File: src/rtl/adc_front_conditioner.sv
// Registers a raw ADC stream and gathers per-window overrange statistics.
// Peak-magnitude tracking is built only when ADC_PEAK_HOLD_EN is defined.
module adc_front_conditioner #(
  parameter int ADC_BITS = 14,
  parameter int WIN_BITS = 16
) (
  input  logic                adc_clk,
  input  logic                adc_rst_n,
  input  logic [ADC_BITS-1:0] adc_data_in,
  input  logic                adc_ovfl_in,
  output logic [ADC_BITS-1:0] adc_data_out,
  output logic                adc_ovfl_out,
  input  logic                cfg_strobe,
  input  logic [WIN_BITS-1:0] cfg_thresh,
  output logic                ovfl_flag,
  output logic [WIN_BITS-1:0] ovfl_count,
  output logic [ADC_BITS-2:0] peak_mag,
  output logic                win_done
);

  // All-ones is both the last window position and the count saturation value.
  localparam logic [WIN_BITS-1:0] WIN_LAST = {WIN_BITS{1'b1}};

  logic [ADC_BITS-1:0] data_d, data_q;
  logic                ovfl_d, ovfl_q;
  logic [WIN_BITS-1:0] win_cnt_d, win_cnt_q;
  logic [WIN_BITS-1:0] run_cnt_d, run_cnt_q;
  logic [WIN_BITS-1:0] thresh_d, thresh_q;
  logic [WIN_BITS-1:0] ovfl_count_d, ovfl_count_q;
  logic                win_done_d, win_done_q;
  logic                ovfl_flag_d, ovfl_flag_q;
  logic                win_end;
  logic [WIN_BITS-1:0] cnt_sum;

  always_comb begin
    // NOTE: every always_comb target gets a default first so no path can infer a latch.
    data_d    = adc_data_in;
    ovfl_d    = adc_ovfl_in;
    win_end   = (win_cnt_q == WIN_LAST);
    win_cnt_d = win_cnt_q + WIN_BITS'(1);

    cnt_sum = run_cnt_q;
    if (ovfl_q && (run_cnt_q != WIN_LAST)) cnt_sum = run_cnt_q + WIN_BITS'(1);

    // The last sample of the window is folded in before the result is latched.
    run_cnt_d    = win_end ? '0 : cnt_sum;
    ovfl_count_d = win_end ? cnt_sum : ovfl_count_q;
    win_done_d   = win_end;
    ovfl_flag_d  = win_end && (thresh_q != '0) && (cnt_sum >= thresh_q);

    // A strobe on the window-end cycle lands after that window's comparison.
    thresh_d = cfg_strobe ? cfg_thresh : thresh_q;
  end

  always_ff @(posedge adc_clk) begin
    if (!adc_rst_n) begin
      data_q       <= '0;
      ovfl_q       <= 1'b0;
      win_cnt_q    <= '0;
      run_cnt_q    <= '0;
      thresh_q     <= '0;
      ovfl_count_q <= '0;
      win_done_q   <= 1'b0;
      ovfl_flag_q  <= 1'b0;
    end else begin
      // NOTE: non-blocking assignments make every flop sample pre-edge values.
      data_q       <= data_d;
      ovfl_q       <= ovfl_d;
      win_cnt_q    <= win_cnt_d;
      run_cnt_q    <= run_cnt_d;
      thresh_q     <= thresh_d;
      ovfl_count_q <= ovfl_count_d;
      win_done_q   <= win_done_d;
      ovfl_flag_q  <= ovfl_flag_d;
    end
  end

  assign adc_data_out = data_q;
  assign adc_ovfl_out = ovfl_q;
  assign ovfl_count   = ovfl_count_q;
  assign win_done     = win_done_q;
  assign ovfl_flag    = ovfl_flag_q;

`ifdef ADC_PEAK_HOLD_EN
  localparam int MAG_BITS = ADC_BITS - 1;

  logic [ADC_BITS-1:0] neg_data;
  logic [MAG_BITS-1:0] mag, max_sel;
  logic [MAG_BITS-1:0] run_max_d, run_max_q;
  logic [MAG_BITS-1:0] peak_d, peak_q;

  always_comb begin
    neg_data = -data_q;
    mag      = data_q[MAG_BITS-1:0];
    if (data_q[ADC_BITS-1]) begin
      // The most-negative code has no positive twin, so it clamps to full scale.
      if (data_q[MAG_BITS-1:0] == '0) mag = '1;
      else                            mag = neg_data[MAG_BITS-1:0];
    end
    max_sel   = (mag > run_max_q) ? mag : run_max_q;
    run_max_d = win_end ? '0 : max_sel;
    peak_d    = win_end ? max_sel : peak_q;
  end

  always_ff @(posedge adc_clk) begin
    if (!adc_rst_n) begin
      run_max_q <= '0;
      peak_q    <= '0;
    end else begin
      run_max_q <= run_max_d;
      peak_q    <= peak_d;
    end
  end

  assign peak_mag = peak_q;
`else
  assign peak_mag = '0;
`endif

endmodule

File: config.mk
export PLATFORM = sky130hd
export DESIGN_NAME = adc_front_conditioner
export DESIGN_NICKNAME = d
export VERILOG_FILES = /design/src/rtl/adc_front_conditioner.sv
export SDC_FILE = /design/constraint.sdc
export NUM_CORES = 1
export LEC_CHECK = 0
export CELL_PAD_IN_SITES_DETAIL_PLACEMENT = 1
export CELL_PAD_IN_SITES_GLOBAL_PLACEMENT = 2
export CORE_MARGIN = 4
export CORE_UTILIZATION = 30
export DETAILED_ROUTE_END_ITERATION = 8
export GPL_ROUTABILITY_DRIVEN = 1
export MAX_ROUTING_LAYER = met4
export PLACE_DENSITY_LB_ADDON = 0.15
export SLEW_MARGIN = 15
export SYNTH_ARGS = -nofsm -noshare
export SYNTH_HDL_FRONTEND = slang
export SYNTH_SLANG_ARGS = --single-unit
File: constraint.sdc
create_clock -name adc_clk -period 3.47 [get_ports adc_clk]
set_input_delay 0.8675 -clock adc_clk [delete_from_list [all_inputs] [get_ports adc_clk]]
set_output_delay 0.8675 -clock adc_clk [all_outputs]
set_load 0.02 [all_outputs]
### Word-level counts from Yosys, hierarchy flattened

Cells that the tools add are included.

* add/subtract/negate cells: 2
* magnitude comparators: 1
* equal/unequal tests: 2
* mux-type cells: 1
* bitwise logic cells: 1
* reductions and logical operators: 5

Operators by type and width (number)
* 16-bit by 1-bit adder with 16-bit output, second input constant: 2
* 16-bit equality test, second input constant: 1
* 16-bit greater-or-equal comparator: 1
* 16-bit 2-to-1 mux: 1
* 16-bit != test, second input constant: 1
* 16-bit nonzero test: 1
* 1-bit logical AND: 3
* 2-bit OR reduction: 1
* 1-bit NOT: 1

* bits in registers: 81
* input port bits: 34
* output and inout bits: 46
* word-level logic and storage cells: 20

### Logic depth before layout (Yosys ltp)

Gate-level depths: netlist (run 1).

* depth in word-level cells: 5
* mapped depth: 12
* mapped depth without buffers: 12

### Worst setup path after synthesis (run 1)

OpenSTA, ideal clock, no wires.

* kind: reg-to-reg
* from: register run_cnt_q[8]
* to: register ovfl_flag_q (netlist: ovfl_flag)
* setup time: 0.128 ns
* arrival: 2.525 ns
* required time: 3.342 ns
* path slack: 0.817 ns
* stages on the path, launching flop included: 11
* buffers on the path: 0
* period minus slack after synthesis: 2.653 ns
* cells stage by stage: dfxtp_1 > nand4_1 > or3_4 > o21ai_4 > mux2i_1 > inv_1 > ha_1 > a2111oi_0 > a21oi_1 > a221oi_1 > a21oi_1

* word-level cells in the longest chain between the ends: 5
* elaborated cells on any way between the ends: 6
* classes of those cells: add/sub (1); order compare (1); eq/ne (1); mux (1); reduce/logical (2)

Ends and longest elaborated chain
* start, declared: RTL line 27 `logic [WIN_BITS-1:0] run_cnt_d, run_cnt_q;`
* start signal, assigned: RTL line 70 `run_cnt_q <= run_cnt_d;`
* 16-bit != test: RTL line 43 `if (ovfl_q && (run_cnt_q != WIN_LAST)) cnt_sum = run_cnt_q + WIN_BITS'(1);`
* 1-bit logical AND: RTL line 43
* 16-bit 2-to-1 mux: RTL line 43
* named net cnt_sum[1]: RTL line 33 `logic [WIN_BITS-1:0] cnt_sum;`
* 16-bit greater-or-equal comparator: RTL line 49 `ovfl_flag_d = win_end && (thresh_q != '0) && (cnt_sum >= thresh_q);`
* 1-bit logical AND: RTL line 49
* end signal, assigned: RTL line 74 `ovfl_flag_q <= ovfl_flag_d;`
* end, declared: RTL line 31 `logic ovfl_flag_d, ovfl_flag_q;`

The timed path passes the listed nets, and every way through them passes these cells.
A chain may end at the register's enable or synchronous reset.

### Worst setup path in the final report (run 1)

* from: register run_cnt_q[11]
* to: register ovfl_flag_q (netlist: ovfl_flag)

Same word-level chain as after synthesis.

==> results.json, run 1 <==
{
  "clock-sinks": 81,
  "synthMuxAreaShare_pct": 5.44,
  "ctsHoldBuffers": 0,
  "antenna_found_initial": 0,
  "fin_nets": 524,
  "core_area_sq_mm": 0.0120,
  "clock_path_buffers": 2,
  "syn_to_final_growth_pct": 29.8,
  "crit_path_end_kind": "register",
  "synth-adder-area-share_pct": 6.12,
  "report.final.slew_viol_count": 0,
  "globalplace.congestion": 0.838,
  "drtIter0Drc": 65,
  "htree_levels": 3,
  "path_max_fanout": 6,
  "fmax_ghz": 0.332,
  "power_mw": 2.10,
  "wl_per_cell_microns": 15.4,
  "synth.area.top_cells": "dfxtp_1 (44%), ha_1 (6.1%), mux2i_1 (5.4%)",
  "cts_setup_buffers": 0,
  "grt_setup_unrepaired": "no",
  "synth_top_cell_area_share_pct": 44.1,
  "synth_cells": 400,
  "finalCritPeriodShare_pct": 86.9,
  "outcome": "finished clean",
  "die_h_microns": 119,
  "worst_pin_slew_ps": 603,
  "initial_core_util_pct": 30.6,
  "wl_microns": 9630,
  "place_area_sq_mm": 0.00447,
  "boundaryPins": 80,
  "most-common-layout-cells": "dfxtp_1 (81), clkdlybuf4s50_1 (65), nand2_1 (29)",
  "arrival_ps": 3240,
  "setup_viol_count_final": 0,
  "synthXorXnorAreaFrac_pct": 4.97,
  "synth_edf_count": 0,
  "dieArea_sq_mm": 0.0141,
  "synth_flop_cell": "dfxtp_1",
  "timing.slew.headroom_pct": 59.5,
  "hold_viol": 0,
  "synth_compound_area_share_pct": 8.47,
  "ir_drop_uv": 193,
  "cts_tree": "yes",
  "cts.repair.resized": 0,
  "final_common_cell": "dfxtp_1",
  "async_flop_share_pct": 0,
  "synth_top_family_by_area": "simple AND/OR/NAND/NOR gates",
  "antenna_cells": 0,
  "tritoncts.num_buffers": 9,
  "hold_class": "reg2reg",
  "synth-seq-area-share_pct": 44.1,
  "clockRootBuffer": "clkbuf_16",
  "synth_cell_types": 42,
  "antenna_left": 0,
  "design_area_sq_mm": 0.00477,
  "die_w_microns": 119,
  "worstSetupPathType": "reg2reg",
  "synth_seq_cells": 81,
  "via_per_inst": 4.72,
  "period_minus_slack_ps": 3020,
  "fin_setup_tns_ps": 0,
  "yosysTopAreaCell": "dfxtp_1",
  "clk_pin_slew_worst_paths_ps": 60,
  "cellLeakagePower_nw": 2.00,
  "drc": 0,
  "grt_pass1_vias": 3100,
  "startpoint_type": "register",
  "avgSynthCellArea_sq_um": 9.20,
  "drive_gt1_share_pct": 6.51,
  "fin_util_pct": 39.8,
  "track_usage_pct": 14.8,
  "yosysWarnings": 0,
  "power.density_mw_per_mm2": 439,
  "syn_area_sq_mm": 0.00368,
  "synthSimpleGateAreaFrac_pct": 23.9,
  "grt_max_degree": 31,
  "clock_skew_ps": 5.47,
  "vias": 2940,
  "maxCapViolations": 0,
  "grt_pass1_wl_microns": 15900,
  "numPortBuffers": 66,
  "fin_ws_ps": 454,
  "drtPass1Iterations": 4,
  "overflow": 0,
  "hpwlAfterDp_microns": 7250,
  "cp.required_ps": 3700,
  "row_count": 40,
  "pre_cts_ws_ps": 472,
  "clock_latency_ps": 350
}
==> per-layer routing <==
| layer | track usage (%) | share of wire (%) | vias up |
|---|---|---|---|
| met5 | - | 0 | - |
| met4 | 5.50 | 1.8 | 0 |
| li1 | - | - | 1483 |
| met1 | 17.2 | 46 | 1403 |
| met2 | 24.6 | 49 | 42 |
| met3 | 4.02 | 3.4 | 12 |
==> worst max-delay path, stage by stage (launching register included) <==
cell and delay (ps):
dfxtp_1 420, nand4_1 240, or3_4 490, o21ai_4 180, mux2i_1 340, inv_1 80, ha_1 270, a2111oi_0 390
a21oi_1 90, a221oi_1 280, a21oi_1 100
==> state kept, by name, summed over array words and instances, names as in the netlist <==
signal / cells
win_done: 1
ovfl_flag: 1
adc_ovfl_out: 1
thresh_q: 16
win_cnt_q: 16
run_cnt_q: 16
adc_data_out: 14
ovfl_count: 16
==> synth_stat cells, types with 4 or more instances <==
library cell / n
clkbuf_1: 8
ha_1: 18
nor3_1: 4
nand3_1: 16
and4_1: 4
inv_1: 28
nor2_1: 20
nand2_1: 29
o21ai_0: 16
dfxtp_1: 81
and3_1: 5
nor4_1: 8
o22ai_1: 7
nand4_1: 11
a21oi_1: 13
buf_4: 14
xnor2_1: 9
and2_1: 27
xor2_1: 10
nor2b_1: 22
mux2i_1: 20
==> metrics by stage <==
stage,instances,hold WS [ps]
2_1_floorplan,412,437
3_3_place_gp,608,455
3_5_place_dp,608,463
4_1_cts,623,471
5_1_grt,623,493
6_report,623,464
==> power by group <==
| part | total [mW] | leakage [nW] | internal [mW] | switching (mW) |
|---|---|---|---|---|
| Sequential | 0.973 | 0.661 | 0.955 | 0.0183 |
| Combinational | 0.169 | 1.19 | 0.0870 | 0.0821 |
| Clock | 0.955 | 0.147 | 0.579 | 0.377 |
==> final cells by class <==
class / instances / area (sq um)
tap: 147 / 184
inverter: 28 / 105
clock inverter: 1 / 7.51
fill: 1394 / 7240
multi-input combinational: 278 / 1850
timing repair buffer: 74 / 716
clock buffer: 14 / 294
sequential: 81 / 1620
==> cell families (layout without fill, tap and decap cells) <==
logic type,after synthesis,in the layout
other cells,1,13
flops,81,81
mux,20,20
simple gates,157,157
compound gates,50,50
fa+ha+maj,18,18
xor+xnor,20,20
buf+inv,53,117
==> path summary, 6_finish.rpt <==
kind                 startpoint             to  slack [ps]  depth (start not counted)
setup / recovery  run_cnt_q[11]      ovfl_flag         450                         10
hold / removal    ovfl_count[4]  ovfl_count[4]         460                          2
setup reg to reg  run_cnt_q[11]      ovfl_flag         450                         10
hold reg to reg   ovfl_count[4]  ovfl_count[4]         460                          2
No activity file was read; power rests on OpenSTA's default activity.
==> inputs of run 2 (changes only) <==
- SETUP_SLACK_MARGIN: not set -> 0.3
==> run 2 against run 1 <==
Die area did not move. Worst hold slack did not move. Largest power group unchanged. Count of clock-buffer cells in the layout did not move. Sequential power barely moved.
==> results.json, run 2 (same netlist as run 1, synthesis figures left out) <==
{
  "antenna_cells": 0,
  "hold_class": "reg2reg",
  "grt_max_degree": 31,
  "die_w_microns": 119,
  "cp_cell_sequence": "nand4_4, or3_4, o21ai_4, mux2i_2, inv_1, ha_1, a2111oi_1, a21oi_1, a221oi_1, a21oi_1",
  "setup_viol_count_final": 0,
  "cellLeakagePower_nw": 2.00,
  "syn_to_final_growth_pct": 30.3,
  "cts_tree": "yes",
  "vias": 2950,
  "antenna_found_initial": 0,
  "period_minus_slack_ps": 2940,
  "arrival_ps": 3160,
  "clock_latency_ps": 350,
  "worst_pin_slew_ps": 603,
  "hold_viol": 0,
  "multi_input_area_sq_mm": 0.00186,
  "power.density_mw_per_mm2": 438,
  "clock-sinks": 81,
  "via_per_inst": 4.73,
  "hpwlAfterDp_microns": 7250,
  "p_seq_share_pct": 46.4,
  "htree_levels": 3,
  "report.final.slew_viol_count": 0,
  "power_switching_mw": 0.478,
  "drc": 0,
  "cp.required_ps": 3690,
  "clockRootBuffer": "clkbuf_16",
  "seq_area_sq_mm": 0.00162,
  "worstSetupPathType": "reg2reg",
  "clock_skew_ps": 6.13,
  "boundaryPins": 80,
  "r2r_start": "run_cnt_q[5]",
  "dieArea_sq_mm": 0.0141,
  "drive_gt1_share_pct": 7.34,
  "crit_path_end_kind": "register",
  "drtIter0Drc": 68,
  "path_max_fanout": 9,
  "cpMostUsedCell": "a21oi_1",
  "overflow": 0,
  "nFillCells": 1394,
  "outcome": "finished clean",
  "core_area_sq_mm": 0.0120,
  "row_count": 40,
  "grt_setup_unrepaired": "no",
  "startpoint_type": "register",
  "clk_pin_slew_worst_paths_ps": 60,
  "p_int_mw": 1.62,
  "cp_slowest_stage_delay_ps": 460,
  "grt_pass1_wl_microns": 15900,
  "clock_path_buffers": 2,
  "wl_microns": 9660,
  "globalplace.congestion": 0.838,
  "numPortBuffers": 66,
  "fin_nets": 525,
  "maxCapViolations": 0,
  "fmax_ghz": 0.341,
  "final_common_cell": "dfxtp_1",
  "initial_core_util_pct": 30.6,
  "crit_start": "run_cnt_q[5]",
  "min-delay-start": "ovfl_count[4]",
  "finalCritPeriodShare_pct": 84.6,
  "tritoncts.num_buffers": 9,
  "track_usage_pct": 14.8,
  "clkPwrFrac_pct": 45.5,
  "wl_per_cell_microns": 15.5,
  "slowest_stage": "or3_4",
  "regToRegSetupSlack_ps": 530,
  "switching_share_pct": 22.8,
  "ctsHoldBuffers": 0,
  "antenna_left": 0,
  "fin_util_pct": 39.9,
  "most-common-layout-cells": "dfxtp_1 (80), clkdlybuf4s50_1 (65), nand2_1 (29)",
  "grt_pass1_vias": 3100,
  "fin_setup_tns_ps": 0,
  "timing.slew.headroom_pct": 59.5,
  "drtPass1Iterations": 4,
  "die_h_microns": 119,
  "combPwrFrac_pct": 8.2,
  "ir_drop_uv": 193
}
## run 2: changes by cell type in the layout (fill, tap and decap cells not counted)
cell       previous run  this run
dfxtp_1              81        80
buf_4                 8         9
a2111oi_0             1         0
nor4_2                0         1
mux2i_2               0         1
nor4_1                8         7
mux2i_1              20        19
dfxtp_2               0         1
a2111oi_1             0         1
## run 2: path summary, 6_finish.rpt
| check | depth (start not counted) | endpoint |
|---|---|---|
| worst max-delay path | 10 | ovfl_flag |
| worst min-delay path | 2 | ovfl_count[4] |
| worst max register to register | 10 | ovfl_flag |
| worst min register to register | 2 | ovfl_count[4] |
## run 2: layout make-up
cell class | count | share of cell area [%]
repair buffers | 75 | 15.1
inverters | 28 | 2.19
multi-input cells | 278 | 38.8
well taps | 147 | 3.84
flip-flops and latches | 81 | 33.8
clock buffers | 14 | 6.13
clock inverters | 1 | 0.157
## run 2: power groups by stage
stage | logic (mW) | clock network, mW | registers, mW
global route | 0.191 | 1.04 | 0.977
detailed placement | 0.171 | 0 | 0.994
finish | 0.171 | 0.955 | 0.974
floorplan | 0.0961 | 0 | 1.00
CTS | 0.172 | 0.998 | 0.974
global placement | 0.168 | 0 | 0.994
## run 2: critical path, delay by kind of cell, from the launching register on
family | cells | cell delay [ps]
AND/OR/NAND/NOR | 2 | 670
buffers and inverters | 1 | 80
multiplexers | 1 | 320
adder cells (fa/ha/maj) | 1 | 280
AO/OA/AOI/OAI | 5 | 1040
flip-flops | 1 | 440
## run 2: what timing repair did
| action | 4_1_cts | 5_1_grt |
|---|---|---|
| setup endpoints to repair | 0 | 1 |
| setup buffers | 0 | 1 |
| endpoints found under the hold margin | 0 | 0 |
| gates resized for setup | 0 | 4 |
## run 2: per-layer routing
layer	GRT usage [%]	up-vias	share of wire (%)
li1	-	1485	-
met1	17.2	1406	45
met2	24.6	47	49
met3	4.02	12	3.5
met4	5.50	0	1.7
met5	-	-	0
## run 2: metrics by stage
step / instance area [sq um] / cells / hold WS, ps / power [mW] / worst slack, ps
3_3_place_gp: 4470 / 608 / 455 / 1.16 / 619
4_1_cts: 4770 / 623 / 471 / 2.14 / 451
2_1_floorplan: 3720 / 412 / 437 / 1.10 / 817
5_1_grt: 4790 / 624 / 493 / 2.21 / 295
3_5_place_dp: 4470 / 608 / 463 / 1.17 / 472
6_report: 4790 / 624 / 464 / 2.10 / 535
==> inputs of run 3 (changes only) <==
- CORE_UTILIZATION: 30 -> 27
- clock period: 3.47 -> 2.37 ns (I/O delays scaled with it)
==> run 3 against run 2 <==
The run now ends with setup timing left. Fmax rose by 15%. Design area is 14% higher. Combinational power increased by 75%. Register-to-register slack got worse by 720 ps. Non-clock buffer count up 61. Core utilization rose by 1.2 points. Final cell count up 15%. Critical path depth is the same. First-iteration DRC count rose by 35%. Sequential power is 46% higher. Critical path type unchanged. Largest cell class unchanged.
==> results.json, run 3 (same netlist as run 1, synthesis figures left out) <==
{
  "drive_gt1_share_pct": 22.4,
  "placed_cells": 691,
  "tritoncts.num_buffers": 9,
  "switching_share_pct": 22.4,
  "hold_class": "reg2reg",
  "dieArea_sq_mm": 0.0156,
  "antenna_cells": 0,
  "fmax_ghz": 0.391,
  "power_switching_mw": 0.736,
  "most-common-layout-cells": "dfxtp_1 (73), buf_4 (69), clkdlybuf4s50_1 (64)",
  "design_area_sq_mm": 0.00547,
  "cellLeakagePower_nw": 2.37,
  "place_area_sq_mm": 0.00495,
  "grt_max_degree": 22,
  "startpoint_type": "register",
  "timing.slew.headroom_pct": 60.0,
  "final_common_cell": "dfxtp_1",
  "final_cells": 715,
  "min-delay-start": "ovfl_count[4]",
  "cts_tree": "yes",
  "row_count": 42,
  "nFillCells": 1524,
  "finalCritPeriodShare_pct": 108,
  "setup_viol_count_final": 1,
  "globalplace.congestion": 0.817,
  "p_int_mw": 2.55,
  "wl_per_cell_microns": 14.5,
  "antenna_left": 0,
  "power.density_mw_per_mm2": 600,
  "cp.required_ps": 2600,
  "drtPass1Iterations": 4,
  "initial_core_util_pct": 27.7,
  "reg2reg_to": "ovfl_flag",
  "drtIter0Drc": 92,
  "wl_microns": 10300,
  "whs_endpoint": "ovfl_count[4]",
  "worstSetupPathType": "reg2reg",
  "clock_latency_ps": 340,
  "combPwrFrac_pct": 9.1,
  "grt_pass1_vias": 3399,
  "fin_util_pct": 41.1,
  "core_area_sq_mm": 0.0133,
  "fin_nets": 586,
  "ctsHoldBuffers": 0,
  "outcome": "finished, violations left",
  "r2r_start": "run_cnt_q[6]",
  "grt_setup_unrepaired": "yes",
  "fin_ws_ps": -185,
  "grt_pass1_wl_microns": 17200,
  "path_max_fanout": 7,
  "period_minus_slack_ps": 2550,
  "htree_levels": 3,
  "fin_setup_tns_ps": -185,
  "overflow": 0,
  "p_seq_share_pct": 43.2,
  "clock-sinks": 81,
  "drc": 0,
  "die_h_microns": 125,
  "ff2ff_path_depth": 10,
  "maxCapViolations": 0,
  "via_per_inst": 4.36,
  "pre_cts_ws_ps": -300,
  "antenna_found_initial": 0,
  "ir_drop_uv": 457,
  "arrival_ps": 2780,
  "whs_path_depth": 2,
  "numPortBuffers": 66,
  "hold_viol": 0,
  "clockRootBuffer": "clkbuf_16",
  "vias": 3117,
  "regToRegSetupSlack_ps": -180,
  "clkPwrFrac_pct": 47.6,
  "die_w_microns": 125,
  "clock_skew_ps": 6.64,
  "clk_pin_slew_worst_paths_ps": 60,
  "hpwlAfterDp_microns": 8050,
  "crit_path_end_kind": "register",
  "report.final.slew_viol_count": 0,
  "track_usage_pct": 14.3,
  "failed_checks": "setup timing",
  "syn_to_final_growth_pct": 48.6,
  "boundaryPins": 80,
  "clock_path_buffers": 2,
  "worst_pin_slew_ps": 596
}
==> run 3: cell types whose count changed in the layout (fill, tap and decap cells not counted), sizes merged <==
cell | previous run | this run
buf | 10 | 71
bufinv | 0 | 2
clkbuf | 14 | 11
clkdlybuf4s50 | 65 | 64
dlygate4sd2 | 0 | 1
inv | 28 | 30
==> run 3: worst max-delay path by stage <==
stage	from	to	cells past startpoint
2_1_floorplan	run_cnt_q[4]	ovfl_flag	10
3_3_place_gp	run_cnt_q[7]	ovfl_flag	10
3_5_place_dp	run_cnt_q[6]	ovfl_flag	10
4_1_cts	run_cnt_q[8]	ovfl_flag	10
5_1_grt	run_cnt_q[6]	ovfl_flag	10
6_report	run_cnt_q[6]	ovfl_flag	10
==> run 3: per-layer routing <==
metal | wire length, microns | global-route usage (%) | vias to the layer above
met2 | 5290 | 24.5 | 41
li1 | - | - | 1602
met5 | 0 | - | -
met3 | 313 | 3.95 | 9
met4 | 141 | 4.26 | 0
met1 | 4600 | 16.2 | 1465
==> run 3: area by class of cell <==
| type | count | area (sq um) | area share [%] |
|---|---|---|---|
| repair buffers | 136 | 1190 | 21.8 |
| clock buffers | 11 | 253 | 4.62 |
| multi-input cells | 278 | 1970 | 36.1 |
| well taps | 176 | 220 | 4.03 |
| clock inverters | 5 | 85.1 | 1.56 |
| flip-flops and latches | 81 | 1640 | 29.9 |
| inverters | 28 | 105 | 1.92 |
==> run 3: per-stage QoR <==
stage	hold WS, ps	power (mW)
detailed placement	461	1.73
floorplan	437	1.61
finish	468	3.28
CTS	472	3.34
global placement	454	1.73
global route	500	3.44
==> run 3: timing repair <==
item / 4_1_cts / 5_1_grt
setup buffers: 5 / 3
pin swaps: 9 / 13
setup endpoints to repair: 2 / 3
resized for setup: 7 / 17
==> run 3: power by group through the flow <==
stage               registers, mW  logic, mW  clock network, mW
detailed placement           1.45      0.283                  0
global route                 1.42      0.330               1.68
CTS                          1.42      0.298               1.62
global placement             1.45      0.281                  0
finish                       1.42      0.299               1.56
floorplan                    1.46      0.146                  0
==> run 3: critical path, cell delays in order, from the launching register on <==
cell and delay [ps]:
dfxtp_4 360, nand4_4 140, or3_4 440, o21ai_4 210, xor2_2 180, ha_1 250
nand2b_4 150, a2111oi_4 340, a21oi_2 60, a221oi_2 240, a21oi_1 80
